**src/rtl/sha256_pkg.sv**
```systemverilog
// sha256_pkg: shared types, constants and bit-mixing functions for the
// SHA-256 single-block compression engine.
//   word_t  - 32-bit word
//   vars_t  - working variables a..h packed as [7:0] words, index 0 = a
//   state_t - engine FSM states
//   K / IV  - round constants and initial hash value
package sha256_pkg;

    typedef logic [31:0]      word_t;
    typedef logic [7:0][31:0] vars_t;

    typedef enum logic [1:0] {
        StIdle,
        StCalc,
        StDone
    } state_t;

    localparam word_t K [64] = '{
        32'h428a2f98, 32'h71374491, 32'hb5c0fbcf, 32'he9b5dba5,
        32'h3956c25b, 32'h59f111f1, 32'h923f82a4, 32'hab1c5ed5,
        32'hd807aa98, 32'h12835b01, 32'h243185be, 32'h550c7dc3,
        32'h72be5d74, 32'h80deb1fe, 32'h9bdc06a7, 32'hc19bf174,
        32'he49b69c1, 32'hefbe4786, 32'h0fc19dc6, 32'h240ca1cc,
        32'h2de92c6f, 32'h4a7484aa, 32'h5cb0a9dc, 32'h76f988da,
        32'h983e5152, 32'ha831c66d, 32'hb00327c8, 32'hbf597fc7,
        32'hc6e00bf3, 32'hd5a79147, 32'h06ca6351, 32'h14292967,
        32'h27b70a85, 32'h2e1b2138, 32'h4d2c6dfc, 32'h53380d13,
        32'h650a7354, 32'h766a0abb, 32'h81c2c92e, 32'h92722c85,
        32'ha2bfe8a1, 32'ha81a664b, 32'hc24b8b70, 32'hc76c51a3,
        32'hd192e819, 32'hd6990624, 32'hf40e3585, 32'h106aa070,
        32'h19a4c116, 32'h1e376c08, 32'h2748774c, 32'h34b0bcb5,
        32'h391c0cb3, 32'h4ed8aa4a, 32'h5b9cca4f, 32'h682e6ff3,
        32'h748f82ee, 32'h78a5636f, 32'h84c87814, 32'h8cc70208,
        32'h90befffa, 32'ha4506ceb, 32'hbef9a3f7, 32'hc67178f2
    };

    // Packed literal lists element [7] first, so h leads and a trails.
    localparam vars_t IV = {
        32'h5be0cd19, 32'h1f83d9ab, 32'h9b05688c, 32'h510e527f,
        32'ha54ff53a, 32'h3c6ef372, 32'hbb67ae85, 32'h6a09e667
    };

    function automatic word_t ror(input word_t x, input int n);
        return (x >> n) | (x << (32 - n));
    endfunction

    function automatic word_t bsig0(input word_t x);
        return ror(x, 2) ^ ror(x, 13) ^ ror(x, 22);
    endfunction

    function automatic word_t bsig1(input word_t x);
        return ror(x, 6) ^ ror(x, 11) ^ ror(x, 25);
    endfunction

    function automatic word_t ssig0(input word_t x);
        return ror(x, 7) ^ ror(x, 18) ^ (x >> 3);
    endfunction

    function automatic word_t ssig1(input word_t x);
        return ror(x, 17) ^ ror(x, 19) ^ (x >> 10);
    endfunction

    function automatic word_t ch(input word_t e, input word_t f, input word_t g);
        return (e & f) ^ (~e & g);
    endfunction

    function automatic word_t maj(input word_t a, input word_t b, input word_t c);
        return (a & b) ^ (a & c) ^ (b & c);
    endfunction

endpackage

```
**src/rtl/sha256_round.sv**
```systemverilog
// sha256_round: one combinational SHA-256 compression round.
//   i_vars - current a..h (index 0 = a)
//   i_k    - round constant K[t]
//   i_w    - schedule word W[t]
//   o_vars - next a..h
module sha256_round
    import sha256_pkg::*;
(
    input  vars_t i_vars,
    input  word_t i_k,
    input  word_t i_w,
    output vars_t o_vars
);

    word_t w_t1;
    word_t w_t2;

    always_comb begin
        w_t1 = i_vars[7] + bsig1(i_vars[4]) + ch(i_vars[4], i_vars[5], i_vars[6]) + i_k + i_w;
        w_t2 = bsig0(i_vars[0]) + maj(i_vars[0], i_vars[1], i_vars[2]);

        o_vars[0] = w_t1 + w_t2;
        o_vars[1] = i_vars[0];
        o_vars[2] = i_vars[1];
        o_vars[3] = i_vars[2];
        o_vars[4] = i_vars[3] + w_t1;
        o_vars[5] = i_vars[4];
        o_vars[6] = i_vars[5];
        o_vars[7] = i_vars[6];
    end

endmodule

```
**src/rtl/sha256_block_hasher.sv**
```systemverilog
// sha256_block_hasher: single-block SHA-256 engine, one round per clock.
//   usr_clk   - clock
//   usr_reset - asynchronous active-high reset
//   i_start   - start request, sampled only when idle
//   i_msg     - pre-padded 512-bit block, word 0 in the MSBs
//   o_valid   - one-cycle strobe, o_hash just updated
//   o_hash    - digest, H0 in the MSBs
module sha256_block_hasher
    import sha256_pkg::*;
#(
    parameter int unsigned BLK_CNT   = 6,
    parameter int unsigned MSG_SIZ   = 512,
    parameter int unsigned MSG_BLK   = 32,
    parameter int unsigned MAX_CNT   = 63,
    parameter int unsigned HASH_SIZE = 256
) (
    input  logic                 usr_clk,
    input  logic                 usr_reset,
    input  logic                 i_start,
    input  logic [MSG_SIZ-1:0]   i_msg,
    output logic                 o_valid,
    output logic [HASH_SIZE-1:0] o_hash
);

    state_t               r_state;
    logic [BLK_CNT-1:0]   r_cnt;
    vars_t                r_vars;
    logic [MSG_BLK-1:0]   r_w [16];
    logic                 r_valid;
    logic [HASH_SIZE-1:0] r_hash;

    vars_t w_next_vars;
    word_t w_w_new;

    sha256_round u_round (
        .i_vars (r_vars),
        .i_k    (K[r_cnt]),
        .i_w    (r_w[0]),
        .o_vars (w_next_vars)
    );

    // Schedule word 16 positions ahead of the one consumed this round.
    assign w_w_new = ssig1(r_w[14]) + r_w[9] + ssig0(r_w[1]) + r_w[0];

    always_ff @(posedge usr_clk or posedge usr_reset) begin
        if (usr_reset) begin
            r_state <= StIdle;
            r_cnt   <= '0;
            r_vars  <= '0;
            r_valid <= 1'b0;
            r_hash  <= '0;
            for (int i = 0; i < 16; i++) begin
                r_w[i] <= '0;
            end
        end else begin
            r_valid <= 1'b0;
            case (r_state)
                StIdle: begin
                    if (i_start) begin
                        for (int i = 0; i < 16; i++) begin
                            r_w[i] <= i_msg[MSG_SIZ-1-i*MSG_BLK -: MSG_BLK];
                        end
                        r_vars  <= IV;
                        r_cnt   <= '0;
                        r_state <= StCalc;
                    end
                end
                StCalc: begin
                    r_vars <= w_next_vars;
                    for (int i = 0; i < 15; i++) begin
                        r_w[i] <= r_w[i+1];
                    end
                    r_w[15] <= w_w_new;
                    r_cnt   <= r_cnt + 1'b1;
                    if (r_cnt == BLK_CNT'(MAX_CNT)) begin
                        r_state <= StDone;
                    end
                end
                StDone: begin
                    for (int i = 0; i < 8; i++) begin
                        r_hash[HASH_SIZE-1-i*MSG_BLK -: MSG_BLK] <= IV[i] + r_vars[i];
                    end
                    r_valid <= 1'b1;
                    r_state <= StIdle;
                end
                default: r_state <= StIdle;
            endcase
        end
    end

    assign o_valid = r_valid;
    assign o_hash  = r_hash;

endmodule

```
**config.mk**
```make
export PLATFORM = sky130hd
export DESIGN_NAME = sha256_block_hasher
export DESIGN_NICKNAME = d
export VERILOG_FILES = /design/src/rtl/sha256_pkg.sv /design/src/rtl/sha256_round.sv /design/src/rtl/sha256_block_hasher.sv
export SDC_FILE = /design/constraint.sdc
export NUM_CORES = 2
export LEC_CHECK = 0
export BUFFER_PORTS_ARGS = -buffer_cell sky130_fd_sc_hd__buf_2
export CAP_MARGIN = 20
export CORE_UTILIZATION = 55
export DETAILED_ROUTE_END_ITERATION = 8
export PLACE_DENSITY = 0.77
export SLEW_MARGIN = 15
export SYNTH_ARGS = -nofsm -noshare
export SYNTH_HDL_FRONTEND = slang
export SYNTH_HIERARCHICAL = 1
export SYNTH_SLANG_ARGS = --single-unit
```
**constraint.sdc**
```tcl
create_clock -name usr_clk -period 51.3 [get_ports usr_clk]
set_clock_uncertainty 0.2 [all_clocks]
set_input_delay 15.39 -clock usr_clk [delete_from_list [all_inputs] [get_ports usr_clk]]
set_output_delay 15.39 -clock usr_clk [all_outputs]
set_load 0.05 [all_outputs]
```
==> out/results.ini <==
[status]
outcome = finished, violations left
violations = design-rule violations

[worst_setup_path]
worstPathRequired_ns = 51.72
crit_top_cell = buf_4
cp_cell_sequence = buf_2 > inv_8 > buf_4 > buf_4 > buf_4 > buf_12
crit_type = in2async
path_buf_inv = 6
critPathMaxFanout = 175
critPathMaxStageDelay_ns = 0.73
crit_path_end_kind = asynchronous set/reset pin
reg2reg_from = r_cnt[0]
cp.arrival_ns = 19.17
cp_top_family = buffers and inverters
critPathLaunch = usr_reset
worst_path_max_delay_cell = buf_4
cp-start-kind = primary input

[grt]
grt.overflow.total = 0
antenna_found_initial = 43
first_global_vias = 52900
track_usage_pct = 38.8
grt_pass1_wl_um = 340000
grt_max_degree = 251

[layout]
final_nets = 8510
layout_commonest_cell = nand2_1
instances_no_fill = 9299
final_cell_mix = nand2_1, dfrtp_1, buf_2
drive_above_1_share_pct = 14.1
nFillCells = 9915
area_growth_pct = 11.0

[clock_network]
clockBufferDepth = 3
clk_latency_ns = 0.75
cts_buffers = 109
clkSlewWorstSetupHoldPaths_ns = 0.06
cts_sinks = 1033
post_cts_resized = 0
cts_hold_buffers = 0
cts_root_buffer = clkbuf_16
cts-htree-levels = 3
cts_tree = yes
cts_setup_buffers = 0

[route]
dr_total_vias = 56500
wl_met3_um = 19900
wirelength_um = 232000
wl_per_cell_um = 24.9
route.met2.wl_um = 107000
top_layer = met5
drtIter0Drc = 6658
route.detailed.drc = 102
drt-met1-wl_um = 89500
drtAntennaViolNets = 0
drt-pass1-iter-count = 9
drt-vias-per-instance = 6.08

[synth]
ys_seq_area_share_pct = 40.5
ys_async_sr_fraction_pct = 100
synth_edf_count = 0
synthesis.area_um2 = 63800
synthesis.nets = 8250
yosys_warnings = 6
synthFlopType = dfrtp_1
post_synth.cell_area_avg_um2 = 8.63
syn_inst = 7395
synth_cell_type_count = 96
ys_ff_latch = 1033

[place]
io_buffers = 771
place_ws_ns = 31.66
dp_hpwl_um = 172000
placedCellCount = 9055
gp_congestion = 1.01

[timing]
setup-tns-final_ns = 0
layout_setup_ws_ns = 32.54
hold_viol = 0
finalCriticalPeriod_ns = 18.76
final-max-slew-violation-count = 0
rsz0062_at_grt = false
slew_headroom_pct = 17.8
tightest_slew_ns = 1.23
finalSetupViolations = 0
fmax_ghz = 0.0533
post-route-period-util_pct = 36.6

[worst_hold_path]
hold_path.class = reg2reg
hp-start = o_hash[80]

[floorplanning]
rows = 124
initial_core_util_pct = 55.7
die_h_um = 343
die_w_um = 343
ios = 772
coreArea_um2 = 115000
die-area_um2 = 117000

[flow_run]
cap_violations = 0

==> cell type report <==
type,count,area (um2),share of cell area [%]
multi-input cells,5285,33300,47.0
flip-flops and latches,1033,25900,36.5
repair buffers,825,4360,6.15
clock buffers,150,3140,4.44
well taps,1512,1890,2.67
inverters,401,1510,2.14
clock inverters,52,694,0.980
diodes,41,103,0.145
==> per-stage QoR <==
| step | instance area, um2 | hold WS (ns) | utilization (%) |
|---|---|---|---|
| after detailed placement | 66900 | 0.263 | 58.3 |
| final | 70800 | 0.274 | 61.8 |
| after CTS | 70700 | 0.278 | 61.7 |
| after floorplan | 63800 | 0.261 | - |
| after global routing | 70800 | 0.296 | 61.8 |
| after global placement | 66900 | 0.255 | 58.3 |
==> path summary, 6_finish.rpt <==
kind                         endpoint  slack [ns]  cells past startpoint
min in group asynchronous    r_w[374]       14.57                      2
hold reg to reg            o_hash[80]        0.27                      2
max in group usr_clk          r_w[31]       32.64                      8
setup / recovery             r_cnt[3]       32.54                      6
setup reg to reg           r_vars[31]       40.43                     38
hold / removal             o_hash[80]        0.27                      2
==> cell usage after synthesis, drive strengths merged (9+ instances only) <==
cell type	number	area share, %
nand4	16	0.16
a21o	84	0.99
a31oi	531	5.3
o31ai	27	0.33
o211ai	27	0.32
ha	153	3.0
o21ai	444	3.5
dfrtp	1033	40
nor2	752	4.4
mux2i	25	0.39
xor2	223	3.1
and2	16	0.16
clkbuf	441	2.6
nand2	1459	8.6
nor2b	32	0.31
a311oi	12	0.19
and3	22	0.22
buf	235	2.5
or3	12	0.12
fa	187	5.9
a21boi	9	0.11
mux2	11	0.19
o21bai	19	0.22
a211o	12	0.16
xnor2	337	4.6
nor3	66	0.53
nor4	18	0.19
inv	400	2.4
o22ai	14	0.14
a21oi	242	1.9
o22a	132	1.8
nand2b	26	0.25
a22o	117	1.6
nand3	54	0.42
a211oi	31	0.38
o21a	24	0.28
or2	12	0.12
o311ai	14	0.22
nor3b	9	0.11
==> flip-flops by register name, summed over array words and instances (netlist names) <==
name and count:
r_cnt 6, o_valid 1, r_state 2, r_w 512, r_vars 256, o_hash 256
==> tightest hold or removal path: cells and delay by family (launching register included) <==
family             cells  cell delay [ns]
DFF                    1             0.34
AOI/OAI and AO/OA      1             0.05
and+or+nand+nor        1             0.05
==> cell families (layout without fill, tap and decap cells) <==
| logic type | Yosys count | count (layout) | synth area share [%] |
|---|---|---|---|
| AOI/OAI and AO/OA | 1812 | 1812 | 18.5 |
| xor gates and xnor gates | 562 | 562 | 7.76 |
| adders and majority gates | 342 | 342 | 8.90 |
| buffers and inverters | 1077 | 1428 | 7.46 |
| DFF | 1033 | 1033 | 40.5 |
| muxes | 44 | 44 | 0.868 |
| other | 0 | 41 | 0 |
| and+or+nand+nor | 2525 | 2525 | 16.0 |
==> per-layer routing <==
metal / vias to the layer above / track usage, %
met5: - / 0
met4: 2 / 22.0
met3: 615 / 6.52
met2: 2907 / 61.1
met1: 27600 / 50.7
li1: 25400 / -
Power is left out: the tool's default activity adds up to more than one toggle a clock period on the data nets, which glitch-free logic cannot reach.
